File: src/rtl/uart_boot_loader_pkg.sv
// Shared definitions for the UART boot loader.
// Holds the loader frame FSM encoding, the UART receiver state encoding,
// the 8N1 frame constants and a small word-index to byte-address helper.
package uart_boot_loader_pkg;

  // 8N1 framing: eight data bits, LSB first, one stop bit, no parity.
  localparam int DATA_BITS = 8;
  localparam bit LSB_FIRST = 1'b1;
  localparam int STOP_BITS = 1;

  // Loader frame FSM: two length bytes, then payload words.
  typedef enum logic [2:0] {
    LEN0  = 3'd0,
    LEN1  = 3'd1,
    DATA  = 3'd2,
    DONE  = 3'd3,
    ERROR = 3'd4
  } ldr_state_e;

  // Byte receiver bit-phase FSM.
  typedef enum logic [1:0] {
    RX_IDLE  = 2'd0,
    RX_START = 2'd1,
    RX_BITS  = 2'd2,
    RX_STOP  = 2'd3
  } rx_state_e;

  // Word index to word-aligned byte address.
  function automatic logic [31:0] word_to_byte_addr(input logic [15:0] idx);
    return {14'd0, idx, 2'b00};
  endfunction

endpackage

File: src/rtl/uart_boot_loader_uart_rx.sv
// uart_rx: 8N1 UART byte receiver.
// Ports:
//   clk        - system clock, rising edge
//   reset      - asynchronous active-low reset
//   rx         - raw serial line, idle high
//   rx_byte    - last assembled byte (valid while byte_valid=1)
//   byte_valid - one-cycle strobe on a good stop-bit sample
//   frame_err  - one-cycle strobe on a stop-bit sample of 0
// The strobes are decoded from the stop-bit sampling cycle so that the
// loader can register its write strobe on that very edge.
module uart_rx
  import uart_boot_loader_pkg::*;
#(
  parameter int CLKS_PER_BIT = 16
) (
  input  logic       clk,
  input  logic       reset,
  input  logic       rx,
  output logic [7:0] rx_byte,
  output logic       byte_valid,
  output logic       frame_err
);

  localparam int CNT_W = $clog2(CLKS_PER_BIT);
  localparam logic [CNT_W-1:0] HALF_M1 = CNT_W'(CLKS_PER_BIT / 2 - 1);
  localparam logic [CNT_W-1:0] FULL_M1 = CNT_W'(CLKS_PER_BIT - 1);
  localparam logic [2:0]       LAST_BIT = 3'(DATA_BITS - 1);

  logic             sync1_r;
  logic             sync2_r;
  logic             prev_r;
  rx_state_e        state_r;
  logic [CNT_W-1:0] cnt_r;
  logic [2:0]       bit_idx_r;
  logic [7:0]       shift_r;
  logic             stop_tick_s;

  // Synchronizer, edge history and bit-phase state machine.
  always_ff @(posedge clk or negedge reset) begin
    if (!reset) begin
      sync1_r   <= 1'b1;
      sync2_r   <= 1'b1;
      prev_r    <= 1'b1;
      state_r   <= RX_IDLE;
      cnt_r     <= '0;
      bit_idx_r <= 3'd0;
      shift_r   <= 8'd0;
    end else begin
      sync1_r <= rx;
      sync2_r <= sync1_r;
      prev_r  <= sync2_r;
      case (state_r)
        RX_IDLE: begin
          cnt_r     <= '0;
          bit_idx_r <= 3'd0;
          // Only a genuine high-to-low transition starts a frame.
          if (prev_r && !sync2_r) begin
            state_r <= RX_START;
          end else begin
            state_r <= RX_IDLE;
          end
        end
        RX_START: begin
          if (cnt_r == HALF_M1) begin
            cnt_r <= '0;
            // A high level at mid start bit was a glitch: drop it silently.
            if (!sync2_r) begin
              state_r <= RX_BITS;
            end else begin
              state_r <= RX_IDLE;
            end
          end else begin
            cnt_r <= cnt_r + 1'b1;
          end
        end
        RX_BITS: begin
          if (cnt_r == FULL_M1) begin
            cnt_r     <= '0;
            shift_r   <= {sync2_r, shift_r[7:1]};
            bit_idx_r <= bit_idx_r + 3'd1;
            if (bit_idx_r == LAST_BIT) begin
              state_r <= RX_STOP;
            end else begin
              state_r <= RX_BITS;
            end
          end else begin
            cnt_r <= cnt_r + 1'b1;
          end
        end
        RX_STOP: begin
          if (cnt_r == FULL_M1) begin
            cnt_r   <= '0;
            state_r <= RX_IDLE;
          end else begin
            cnt_r <= cnt_r + 1'b1;
          end
        end
        default: begin
          state_r <= RX_IDLE;
        end
      endcase
    end
  end

  // Stop-bit sample decode into byte/framing strobes.
  always_comb begin
    stop_tick_s = 1'b0;
    byte_valid  = 1'b0;
    frame_err   = 1'b0;
    rx_byte     = shift_r;
    if (state_r == RX_STOP && cnt_r == FULL_M1) begin
      stop_tick_s = 1'b1;
    end else begin
      stop_tick_s = 1'b0;
    end
    byte_valid = stop_tick_s & sync2_r;
    frame_err  = stop_tick_s & ~sync2_r;
  end

endmodule

File: src/rtl/uart_boot_loader.sv
// uart_boot_loader: receives a length-prefixed image over UART and writes it
// into instruction memory, holding the core in reset until the load ends.
// Ports:
//   clk        - system clock, rising edge
//   reset      - asynchronous active-low reset
//   rx         - UART serial line (8N1, LSB first)
//   imem_we    - one-cycle instruction-memory write strobe
//   imem_addr  - word-aligned byte address (0 when imem_we=0)
//   imem_wdata - little-endian assembled word (0 when imem_we=0)
//   core_rst   - active-high core reset, released after a complete load
//   busy       - load in progress
//   err        - sticky error (framing error or oversize length)
module uart_boot_loader
  import uart_boot_loader_pkg::*;
#(
  parameter int CLKS_PER_BIT = 16,
  parameter int ADDR_W       = 10
) (
  input  logic        clk,
  input  logic        reset,
  input  logic        rx,
  output logic        imem_we,
  output logic [31:0] imem_addr,
  output logic [31:0] imem_wdata,
  output logic        core_rst,
  output logic        busy,
  output logic        err
);

  localparam int          MAX_WORDS   = 2 ** ADDR_W;
  localparam logic [16:0] MAX_WORDS_L = 17'(MAX_WORDS);

  logic [7:0]  rx_byte;
  logic        byte_valid;
  logic        frame_err;
  ldr_state_e  state_r;
  logic [15:0] count_r;
  logic [15:0] word_idx_r;
  logic [1:0]  byte_cnt_r;
  logic [23:0] word_buf_r;
  logic [15:0] len_s;

  uart_rx #(.CLKS_PER_BIT(CLKS_PER_BIT)) u_rx (
    .clk        (clk),
    .reset      (reset),
    .rx         (rx),
    .rx_byte    (rx_byte),
    .byte_valid (byte_valid),
    .frame_err  (frame_err)
  );

  // Full word count as it stands when the second length byte arrives.
  always_comb begin
    len_s = {rx_byte, count_r[7:0]};
  end

  // Loader frame FSM with registered memory-port and status outputs.
  always_ff @(posedge clk or negedge reset) begin
    if (!reset) begin
      state_r    <= LEN0;
      count_r    <= 16'd0;
      word_idx_r <= 16'd0;
      byte_cnt_r <= 2'd0;
      word_buf_r <= 24'd0;
      imem_we    <= 1'b0;
      imem_addr  <= 32'd0;
      imem_wdata <= 32'd0;
      core_rst   <= 1'b1;
      busy       <= 1'b0;
      err        <= 1'b0;
    end else begin
      imem_we    <= 1'b0;
      imem_addr  <= 32'd0;
      imem_wdata <= 32'd0;
      case (state_r)
        LEN0: begin
          if (frame_err) begin
            state_r <= ERROR;
            err     <= 1'b1;
            busy    <= 1'b0;
          end else if (byte_valid) begin
            count_r[7:0] <= rx_byte;
            busy         <= 1'b1;
            state_r      <= LEN1;
          end else begin
            state_r <= LEN0;
          end
        end
        LEN1: begin
          if (frame_err) begin
            state_r <= ERROR;
            err     <= 1'b1;
            busy    <= 1'b0;
          end else if (byte_valid) begin
            count_r <= len_s;
            if ({1'b0, len_s} > MAX_WORDS_L) begin
              state_r <= ERROR;
              err     <= 1'b1;
              busy    <= 1'b0;
            end else if (len_s == 16'd0) begin
              // Empty image: release the core right away.
              state_r  <= DONE;
              core_rst <= 1'b0;
              busy     <= 1'b0;
            end else begin
              state_r <= DATA;
            end
          end else begin
            state_r <= LEN1;
          end
        end
        DATA: begin
          if (frame_err) begin
            state_r <= ERROR;
            err     <= 1'b1;
            busy    <= 1'b0;
          end else if (byte_valid) begin
            if (byte_cnt_r == 2'd3) begin
              imem_we    <= 1'b1;
              imem_addr  <= word_to_byte_addr(word_idx_r);
              imem_wdata <= {rx_byte, word_buf_r};
              word_idx_r <= word_idx_r + 16'd1;
              byte_cnt_r <= 2'd0;
              // Last word written: DONE drops core_rst on the next edge.
              if (word_idx_r == count_r - 16'd1) begin
                state_r <= DONE;
                busy    <= 1'b0;
              end else begin
                state_r <= DATA;
              end
            end else begin
              case (byte_cnt_r)
                2'd0:    word_buf_r[7:0]   <= rx_byte;
                2'd1:    word_buf_r[15:8]  <= rx_byte;
                2'd2:    word_buf_r[23:16] <= rx_byte;
                default: word_buf_r        <= word_buf_r;
              endcase
              byte_cnt_r <= byte_cnt_r + 2'd1;
            end
          end else begin
            state_r <= DATA;
          end
        end
        DONE: begin
          core_rst <= 1'b0;
          busy     <= 1'b0;
        end
        ERROR: begin
          err      <= 1'b1;
          core_rst <= 1'b1;
          busy     <= 1'b0;
        end
        default: begin
          state_r <= LEN0;
        end
      endcase
    end
  end

endmodule
File: config.mk
export PLATFORM = sky130hd
export DESIGN_NAME = uart_boot_loader
export DESIGN_NICKNAME = d
export VERILOG_FILES = /design/src/rtl/uart_boot_loader_pkg.sv /design/src/rtl/uart_boot_loader_uart_rx.sv /design/src/rtl/uart_boot_loader.sv
export SDC_FILE = /design/constraint.sdc
export NUM_CORES = 1
export LEC_CHECK = 0
export CAP_MARGIN = 10
export CORE_MARGIN = 2
export CORE_UTILIZATION = 45
export DETAILED_ROUTE_END_ITERATION = 16
export PLACE_DENSITY_LB_ADDON = 0.15
export SLEW_MARGIN = 0
export SYNTH_ARGS = -nofsm -noshare
export SYNTH_HDL_FRONTEND = slang
export SYNTH_SLANG_ARGS = --single-unit
export TNS_END_PERCENT = 30
File: constraint.sdc
create_clock -name clk -period 2.4 [get_ports clk]
set_input_delay 0.36 -clock clk [delete_from_list [all_inputs] [get_ports clk]]
set_output_delay 0.36 -clock clk [all_outputs]
set_load 0.01 [all_outputs]
# [After elaboration in Yosys (flattened, before gate mapping)]
# Cells that the tools add are included.
[totals] memories=0 wordCells=153 mem_bits_rw=0 out_inout_bits=68 mem_bits_ro=0 latch_bits=0 inputBits=3 ff_bits=149
[classes] mul=0 n_eq_ne=30 order_cmp=1 addsub=5 n_div=0 n_reduce_logical=28 bitwise_logic=7 shift=0 mux=61
[ops] op="$mux 32" n=4
[ops] op="$mux 18" n=4
[ops] op="$mux 1" n=27
[ops] op="$mux 3" n=8
[ops] op="$mux 8" n=3
[ops] op="$reduce_and 5->1" n=4
[ops] op="$ne 3x3->1 const B" n=6
[ops] op="$add 16x1->16 const B" n=1
[ops] op="$eq 16x16->1" n=1
[ops] op="$gt 16x11->1 const B" n=1
[ops] op="$logic_not 16->1" n=1
[ops] op="$pmux 8 s2" n=1
[ops] op="$sub 16x1->16 const B" n=1
[ops] op="$pmux 3 s4" n=1
[ops] op="$pmux 4 s3" n=1
[ops] op="$reduce_and 4->1" n=3
[ops] op="$mux 2" n=5
[ops] op="$reduce_and 3->1" n=3
[ops] op="$eq 2x2->1 const B" n=4
[ops] op="$mux 4" n=2
[ops] op="$ne 2x1->1 const B" n=4
[ops] op="$ne 2x2->1 const B" n=4
[ops] op="$ne 4x4->1 const B" n=2
[ops] op="$pmux 2 s4" n=1
[ops] op="other kinds (24)" n=40

# [Longest topological paths before layout]
# Gate-level depths: netlist of run 1.
[depth] depth_word=7 depth_mapped=8 mapped_depth_nobuf=8

# [Cells and area by module]
# A second synthesis of run 1 with hierarchy kept.
[unflattened] hier_cells=475 area_unflattened_um2=5889.4
[by_module_without_submodules] module="uart_boot_loader" seq_area_each_um2=2829.0 area_per_inst_um2=4973.5 cells_each=402 n_inst=1
[by_module_without_submodules] module="uart_rx" seq_area_each_um2=504.2 area_per_inst_um2=915.9 cells_each=73 n_inst=1

# [Worst setup path after synthesis of run 1]
# OpenSTA, ideal clock, no wires.
[synth_path] path_type="register -> register" startpoint="register u_rx.cnt_r[0]" endpoint="register word_idx_r[10]" arrival_time_ns=2.169 setup_time_ns=0.130 synth_period_minus_slack_ns=2.299 setup_slack_ns=0.101 path_stages_with_launch=9 path_buffers=1 t_required_ns=2.270 path_cell_list="dfrtp_1 -> ha_1 -> buf_2 -> nand3_1 -> nor3b_1 -> nand2_1 -> nor3_1 -> nand2_1 -> xnor2_1"
[synth_between] elab_chain_cells=6 word_cells_on_any_way=7 cone_classes="eq/ne: 1; mux: 1; bitwise: 3; reduce/logical: 2"
[synth_rtl] element="start, declared" line_no="uart_boot_loader_uart_rx.sv:33" rtl="logic [CNT_W-1:0] cnt_r;"
[synth_rtl] element="start signal, assigned" line_no="uart_boot_loader_uart_rx.sv:73" rtl="cnt_r <= cnt_r + 1'b1;"
[synth_rtl] element="start signal, assigned" line_no="uart_boot_loader_uart_rx.sv:87" rtl="cnt_r <= cnt_r + 1'b1;"
[synth_rtl] element="start signal, assigned" line_no="uart_boot_loader_uart_rx.sv:95" rtl="cnt_r <= cnt_r + 1'b1;"
[synth_rtl] element="$eq 4x4->1 *" line_no="uart_boot_loader_uart_rx.sv:111" rtl="if (state_r == RX_STOP && cnt_r == FULL_M1) begin"
[synth_rtl] element="$logic_and 1x1->1 *" line_no="uart_boot_loader_uart_rx.sv:111"
[synth_rtl] element="$mux 1 *" line_no="uart_boot_loader_uart_rx.sv:111"
[synth_rtl] element="$and 1x1->1" line_no="uart_boot_loader_uart_rx.sv:117" rtl="frame_err = stop_tick_s & ~sync2_r;"
[synth_rtl] element="$not 1->1 (no line)"
[synth_rtl] element="$reduce_and 4->1 (no line) *"
[synth_rtl] element="end signal, assigned" line_no="uart_boot_loader.sv:122" rtl="word_idx_r <= word_idx_r + 16'd1;"
[synth_rtl] element="end, declared" line_no="uart_boot_loader.sv:38" rtl="logic [15:0] word_idx_r;"
# Mark *: on every way between the ends. The rest lies on a longest branch, timed or not.
# A chain may end at the register's enable or synchronous reset.

# [Worst setup path in the final report of run 1]
[layout_path] startpoint="register count_r[1]" endpoint="register busy"
[layout_between] elab_chain_cells=5 word_cells_on_any_way=11 cone_classes="add/sub: 1; order compare: 1; eq/ne: 3; mux: 4; reduce/logical: 2"
[layout_rtl] element="start, declared" line_no="uart_boot_loader.sv:37" rtl="logic [15:0] count_r;"
[layout_rtl] element="start signal, assigned" line_no="uart_boot_loader.sv:82" rtl="count_r[7:0] <= rx_byte;"
[layout_rtl] element="start signal, assigned" line_no="uart_boot_loader.sv:95" rtl="count_r <= len_s;"
[layout_rtl] element="branches (longest 5 deep; another with $sub 16x1->16)"
[layout_rtl] element="end signal, assigned" line_no="uart_boot_loader.sv:80" rtl="busy <= 1'b0;"
[layout_rtl] element="end signal, assigned" line_no="uart_boot_loader.sv:93" rtl="busy <= 1'b0;"
[layout_rtl] element="end signal, assigned" line_no="uart_boot_loader.sv:99" rtl="busy <= 1'b0;"
[layout_rtl] element="end, declared" line_no="uart_boot_loader.sv:26" rtl="output logic busy,"
# Several ways; the timed one is not identified. The select of a mux whose other input is x is not followed.

==> flow_summary_export.csv, run 1 <==
group,metric,value,unit
worst_setup_path,critical_path_buf_inv_count,1,
cells_and_area,nFillCells,1119,
worst_setup_path,crit_path_top_delay_cell,"dfrtp_1",
worst_setup_path,cp-start-kind,"flip-flop",
power_and_ir_drop,p_leak,0.00364,µW
clock_tree,cts_root_buffer,"clkbuf_16",
cells_and_area,layout-drive-gt1-share,0.214,
global_routing,gr-total-overflow,0,
route,wl_met3,462,µm
synthesis,synth_top_family_by_area,"simple AND/OR/NAND/NOR gates",
synthesis,synth_edf_count,0,
die,die_h,119,µm
synthesis,synth_seq_cells,133,
cells_and_area,area_growth,22.4,%
route,first_iter_violations,223,
worst_setup_path,arrival,2.56,ns
die,start_util,0.464,
clock_tree,h-tree-depth,4,
synthesis,synthAdderAreaFrac,0.0212,
route,vias,3852,
place,io_buffers,54,
worst_setup_path,endpoint,"busy",
global_routing,grt_max_degree,62,
synthesis,yosysWarnings,0,
synthesis,syn_area,0.00591,mm²
worst_setup_path,worstSetupStartpoint,"count_r[1]",
timing,clock-skew-final,0.00943,ns
route,post_drt_wl_per_cell,15.9,µm
route,drc_errors,0,
place,pre_cts_slack,-0.0249,ns
worst_setup_path,worstPathCellList,"inv_2, ha_2, or3b_4, nor4_4, xnor2_1, a211o_2, nor4_4, o21ai_1",
route,highest_layer,"met4",
route,dr_wl_met2,5.56,mm
global_routing,grt_pass1_wl,19.3,mm
clock_tree,clockBufferDepth,2,
cells_and_area,final_cells,748,
worst_setup_path,cpPeakStageDelay,0.41,ns
synthesis,synth_compound_area_frac,0.0559,
synthesis,synthSimpleGateAreaFrac,0.154,
clock_tree,cts_sinks,133,
die,design.core.area,0.0127,mm²
synthesis,syn_avg_cell_area,11.9,µm²
cells_and_area,final_cell_mix,"dfrtp_1 (129), and3_1 (55), clkdlybuf4s50_1 (53), mux2_2 (47), nand2_1 (34)",
timing,setup_slack,0.128,ns
worst_setup_path,r2r_start,"count_r[1]",
global_routing,grt_util_all_layers,0.179,
route,drt-met1-wl,5.73,mm
worst_setup_path,r2r_cells,8,
synthesis,synth_mux_area_frac,0.0913,
global_routing,grt_pass1_vias,3708,
route,via_per_inst,5.15,
cells_and_area,mostFrequentLayoutCell,"dfrtp_1",
power_and_ir_drop,p_per_area,719,mW/mm²
route,ant_nets,0,
route,routed_wl,11.9,mm
synthesis,synthArstFlopShare,1.00,
clock_tree,cts_buffers,17,
clock_tree,insertion_delay,0.42,ns
power_and_ir_drop,peakVddDrop,0.440,mV
place,dp_cells,717,
worst_setup_path,cp-end-kind,"flip-flop",
cells_and_area,multi_input_area,0.00236,mm²
route,drtPass1Iterations,4,
hold_path,hp-class,"input pin to flip-flop",
global_routing,antenna_found_initial,0,
die,die_w,119,µm
worst_setup_path,cp.depth,8,
die,dieArea,0.0141,mm²
flow_run,maxCapViolCount,0,
synthesis,synth_seq_area_share,0.564,
die,io-pin-count,71,
cells_and_area,utilization,0.569,
synthesis,synth_cell_types,53,
worst_setup_path,r2r-end,"busy",
synthesis,netlist_instances,497,
timing,finalHoldViolations,0,
timing,setup_tns,0,ns
cells_and_area,final_net_count,579,
worst_setup_path,critPathMaxFanout,4,
timing,setup_viol,0,
cells_and_area,area.sequential,0.00333,mm²
status,status,"complete, no violations",
worst_setup_path,rrSetupSlack,0.13,ns
die,row_count,41,
synthesis,ys_dominant_reg_cell,"dfrtp_1",
timing,final_max_slew_viol_count,0,
worst_setup_path,cp_data_required_time,2.69,ns
place,hpwl,7.89,mm
cells_and_area,diodes,0,
worst_setup_path,cp_top_family,"simple AND/OR/NAND/NOR gates",
worst_setup_path,cpMostUsedCell,"nor4_4",
worst_setup_path,path_class,"flip-flop to flip-flop",
synthesis,synth_xor_area_frac,0.0593,
timing,rsz0062_at_grt,"no",
timing,fin_crit,2.27,ns
power_and_ir_drop,p_total,5200,µW
clock_tree,cts_tree,"done",
clock_tree,path_clk_slew,0.05,ns
place,gp_congestion,0.801,
timing,min_period_over_period,0.947,
timing,fmax,440,MHz
[where the power goes]
group / internal (µW) / total (µW) / switching [µW] / leakage, µW
clock: 1460 / 2360 / 903 / 0.000257
combinational: 189 / 451 / 262 / 0.00155
sequential: 2330 / 2390 / 69.0 / 0.00183
total: 3970 / 5200 / 1230 / 0.00364
[worst reg2reg max path, delay by kind of cell (launching register included)]
| family | cells | cell delay, ns |
|---|---|---|
| adder cells (fa/ha/maj) | 1 | 0.19 |
| AO/OA/AOI/OAI | 2 | 0.40 |
| AND/OR/NAND/NOR | 3 | 0.96 |
| buffers and inverters | 1 | 0.09 |
| flip-flops | 1 | 0.41 |
| XOR/XNOR | 1 | 0.09 |
[cell usage after synthesis, types with 5 or more instances]
| master | count | area (µm²) |
|---|---|---|
| a21oi_1 | 10 | 50.1 |
| a22oi_1 | 5 | 37.5 |
| and3_1 | 55 | 344 |
| buf_4 | 17 | 128 |
| buf_6 | 5 | 56.3 |
| clkbuf_1 | 18 | 67.6 |
| dfrtp_1 | 129 | 3230 |
| ha_1 | 10 | 125 |
| inv_1 | 8 | 30.0 |
| mux2_2 | 47 | 529 |
| nand2_1 | 34 | 128 |
| nand2b_1 | 5 | 31.3 |
| nand3_1 | 6 | 30.0 |
| nor2_1 | 17 | 63.8 |
| nor3_1 | 8 | 40.0 |
| nor4_1 | 10 | 62.6 |
| o21ai_0 | 15 | 75.1 |
| xnor2_1 | 26 | 228 |
| xor2_1 | 14 | 123 |
[cell families (layout without fill, tap and decap cells)]
| family | after synthesis | in the layout |
|---|---|---|
| adders and majority gates | 10 | 10 |
| DFF | 133 | 133 |
| buffers and inverters | 53 | 117 |
| xor gates and xnor gates | 40 | 40 |
| AOI/OAI and AO/OA | 51 | 51 |
| other | 1 | 16 |
| muxes | 48 | 48 |
| and+or+nand+nor | 161 | 161 |
[routing by layer]
metal / global-route usage / vias up
met1: 0.249 / 1913
met4: 0.0632 / 0
met5: 0 / -
met3: 0.0560 / 14
met2: 0.264 / 78
li1: - / 1847
[timing repair]
item	CTS	global route
endpoints found under the hold margin	31	0
buffers inserted	0	1
resized for setup	1	7
hold buffers	1	0
setup endpoints to repair	2	2
pin swaps	0	1
[registers in the layout, summed over array words and instances, names as in the netlist, named ones only]
signal and cells:
imem_we 1, word_idx_r 16, u_rx.cnt_r 4, busy 1
err 1, word_buf_r 24, u_rx.sync1_r 1, byte_cnt_r 2
state_r 3, imem_wdata 32, u_rx.bit_idx_r 3, imem_addr 16
u_rx.prev_r 1, core_rst 1, u_rx.rx_byte 8, count_r 16
u_rx.state_r 1, u_rx.sync2_r 1
[cell type report]
cell class | instances | area share
Sequential cell | 133 | 0.461
Tap cell | 172 | 0.0297
Clock buffer | 21 | 0.0636
Timing Repair Buffer | 80 | 0.105
Inverter | 8 | 0.00415
Multi-Input combinational cell | 326 | 0.326
Clock inverter | 8 | 0.0111
[stage by stage]
step | hold slack [ns] | cell area [µm²]
final | 0.357 | 7240
after global routing | 0.356 | 7240
after floorplan | 0.0644 | 5970
after detailed placement | 0.336 | 6640
after CTS | 0.338 | 7200
after global placement | 0.324 | 6640
[worst min-delay path by stage]
stage / startpoint / cells after the start / slack [ns] / to
CTS: rx / 1 / 0.34 / u_rx.sync1_r
global placement: reset / 1 / 0.32 / imem_wdata[6]
finish: rx / 1 / 0.36 / u_rx.sync1_r
global route: rx / 1 / 0.36 / u_rx.sync1_r
floorplan: reset / 0 / 0.06 / async pin
detailed placement: reset / 1 / 0.34 / imem_wdata[5]
No activity file was read; power rests on OpenSTA's default activity.
==> inputs of run 2 (changes only) <==
- PLACE_DENSITY: default -> 0.69
- PLACE_DENSITY_LB_ADDON: 0.15 -> default
==> run 2 against run 1 <==
  * Highest routed layer unchanged
  * Fmax down 1.5%
  * Die area unchanged
  * Critical endpoint unchanged
  * Largest cell class unchanged
  * Via count up 2.8%
==> flow_summary_export.csv, run 2 (synthesis results as in run 1) <==
group,metric,value,unit
power_and_ir_drop,pwr-share-comb,0.079,
cells_and_area,layout-drive-gt1-share,0.219,
timing,timing.hold.ws,0.353,ns
die,die_w,119,µm
status,status,"complete, no violations",
worst_setup_path,cp_data_required_time,2.69,ns
route,ant_nets,0,
worst_setup_path,cp-start-kind,"flip-flop",
die,io-pin-count,71,
route,first_iter_violations,307,
cells_and_area,multi_input_area,0.00237,mm²
worst_setup_path,r2r_start,"count_r[0]",
die,design.core.area,0.0127,mm²
power_and_ir_drop,internal_power,4410,µW
global_routing,gr-total-overflow,0,
place,pre_cts_slack,-0.0141,ns
clock_tree,cts_tree,"done",
clock_tree,h-tree-depth,4,
die,start_util,0.464,
cells_and_area,regMostFlops,"imem_wdata",
cells_and_area,largest_register_ffs,32,
worst_setup_path,cpMostUsedCell,"nor4_4",
timing,rsz0062_at_grt,"no",
place,gp_congestion,0.866,
worst_setup_path,critical_path_buf_inv_count,1,
global_routing,grt_max_degree,70,
clock_tree,cts_sinks,133,
worst_setup_path,cp-end-kind,"flip-flop",
clock_tree,path_clk_slew,0.05,ns
die,row_count,41,
worst_setup_path,arrival,2.60,ns
worst_setup_path,critPathMaxFanout,4,
timing,fin_crit,2.31,ns
clock_tree,cts_root_buffer,"clkbuf_16",
place,hpwl,8.26,mm
cells_and_area,final_net_count,580,
clock_tree,insertion_delay,0.42,ns
route,highest_layer,"met4",
worst_setup_path,rrSetupSlack,0.09,ns
worst_setup_path,r2r_cells,8,
die,dieArea,0.0141,mm²
worst_setup_path,cpPeakStageDelay,0.41,ns
cells_and_area,area_growth,24.5,%
timing,setup_viol,0,
power_and_ir_drop,peakVddDrop,0.616,mV
cells_and_area,mostFrequentLayoutCell,"dfrtp_1",
hold_path,hold_start,"rx",
route,routed_wl,12.4,mm
place,io_buffers,54,
route,wl_met3,537,µm
cells_and_area,reg.largest.list,"imem_wdata x32, word_buf_r x24",
power_and_ir_drop,pwr-share-seq,0.424,
hold_path,hold_depth,1,
power_and_ir_drop,switching_share,0.220,
clock_tree,clockBufferDepth,2,
power_and_ir_drop,clock_power_share,0.497,
flow_run,maxCapViolCount,0,
worst_setup_path,crit_path_top_delay_cell,"or3b_4",
worst_setup_path,worstPathCellList,"inv_1, ha_4, or3b_4, nor4_4, xnor2_1, a211o_2, nor4_4, o21ai_1",
timing,finalHoldViolations,0,
global_routing,antenna_found_initial,0,
worst_setup_path,r2r-end,"busy",
global_routing,grt_util_all_layers,0.189,
worst_setup_path,path_class,"flip-flop to flip-flop",
route,drtPass1Iterations,5,
power_and_ir_drop,p_leak,0.00371,µW
route,post_drt_wl_per_cell,16.5,µm
cells_and_area,nFillCells,1055,
cells_and_area,area.sequential,0.00333,mm²
global_routing,grt_pass1_vias,3956,
route,drt-met1-wl,5.57,mm
power_and_ir_drop,p_switching,1240,µW
route,via_per_inst,5.26,
timing,clock-skew-final,0.00769,ns
route,dr_wl_met2,6.16,mm
timing,setup_slack,0.0939,ns
route,drc_errors,0,
timing,final_max_slew_viol_count,0,
timing,setup_tns,0,ns
power_and_ir_drop,p_per_area,768,mW/mm²
hold_path,hp-class,"input pin to flip-flop",
cells_and_area,final_cell_mix,"dfrtp_1 (129), and3_1 (55), clkdlybuf4s50_1 (53), mux2_2 (47), nand2_1 (34)",
worst_setup_path,cp_top_family,"simple AND/OR/NAND/NOR gates",
timing,min_period_over_period,0.961,
hold_path,worstHoldEndpoint,"u_rx.sync1_r",
worst_setup_path,cp.depth,8,
cells_and_area,diodes,0,
clock_tree,cts_buffers,17,
route,vias,3958,
die,die_h,119,µm
timing,fmax,434,MHz
global_routing,grt_pass1_wl,20.6,mm
run 2: layout make-up:
type                    count  area share
inverters                   8     0.00408
repair buffers             81       0.103
clock buffers              24      0.0696
clock inverters             8      0.0196
multi-input cells         326       0.322
flip-flops and latches    133       0.453
well taps                 172      0.0293
run 2: routing by layer:
metal	GRT usage	up-vias
met5	0	-
met3	0.0516	10
met4	0.0722	0
li1	-	1853
met1	0.254	2010
met2	0.291	85
run 2: power by group through the flow:
stage | clock network (µW) | logic, µW | registers (µW)
finish | 2810 | 445 | 2400
global route | 2980 | 506 | 2410
CTS | 2870 | 447 | 2400
detailed placement | 0 | 443 | 2430
global placement | 0 | 432 | 2430
floorplan | 0 | 322 | 2410
run 2: how the worst max path moves through the flow:
stage / slack [ns] / startpoint / end
6_report: 0.09 / count_r[0] / busy
5_1_grt: 0.009 / count_r[0] / state_r[0]
4_1_cts: 0.05 / count_r[1] / busy
3_5_place_dp: -0.01 / count_r[1] / busy
3_3_place_gp: 0.06 / count_r[1] / busy
2_1_floorplan: 0.10 / u_rx.cnt_r[0] / word_idx_r[10]
run 2: what timing repair did:
action | CTS | global route
endpoints found under the hold margin | 36 | 0
pin swaps | 0 | 1
setup endpoints to repair | 2 | 2
gates cloned | 0 | 0
hold buffers | 1 | 0
gates resized for setup | 2 | 6
setup buffers | 0 | 0
run 2: metrics by stage:
| step | utilization | cell area [µm²] | total power (µW) | cells |
|---|---|---|---|---|
| 6_report | 0.578 | 7360 | 5650 | 752 |
| 4_1_cts | 0.576 | 7330 | 5710 | 752 |
| 3_3_place_gp | 0.522 | 6650 | 2860 | 719 |
| 2_1_floorplan | - | 5970 | 2730 | 512 |
| 3_5_place_dp | 0.522 | 6650 | 2880 | 719 |
| 5_1_grt | 0.578 | 7360 | 5890 | 752 |
==> inputs of run 3 (changes only) <==
- TNS_END_PERCENT: 30 -> default
==> results of run 3 <==
The final DEF is identical to that of run 2; final timing and power are the same.
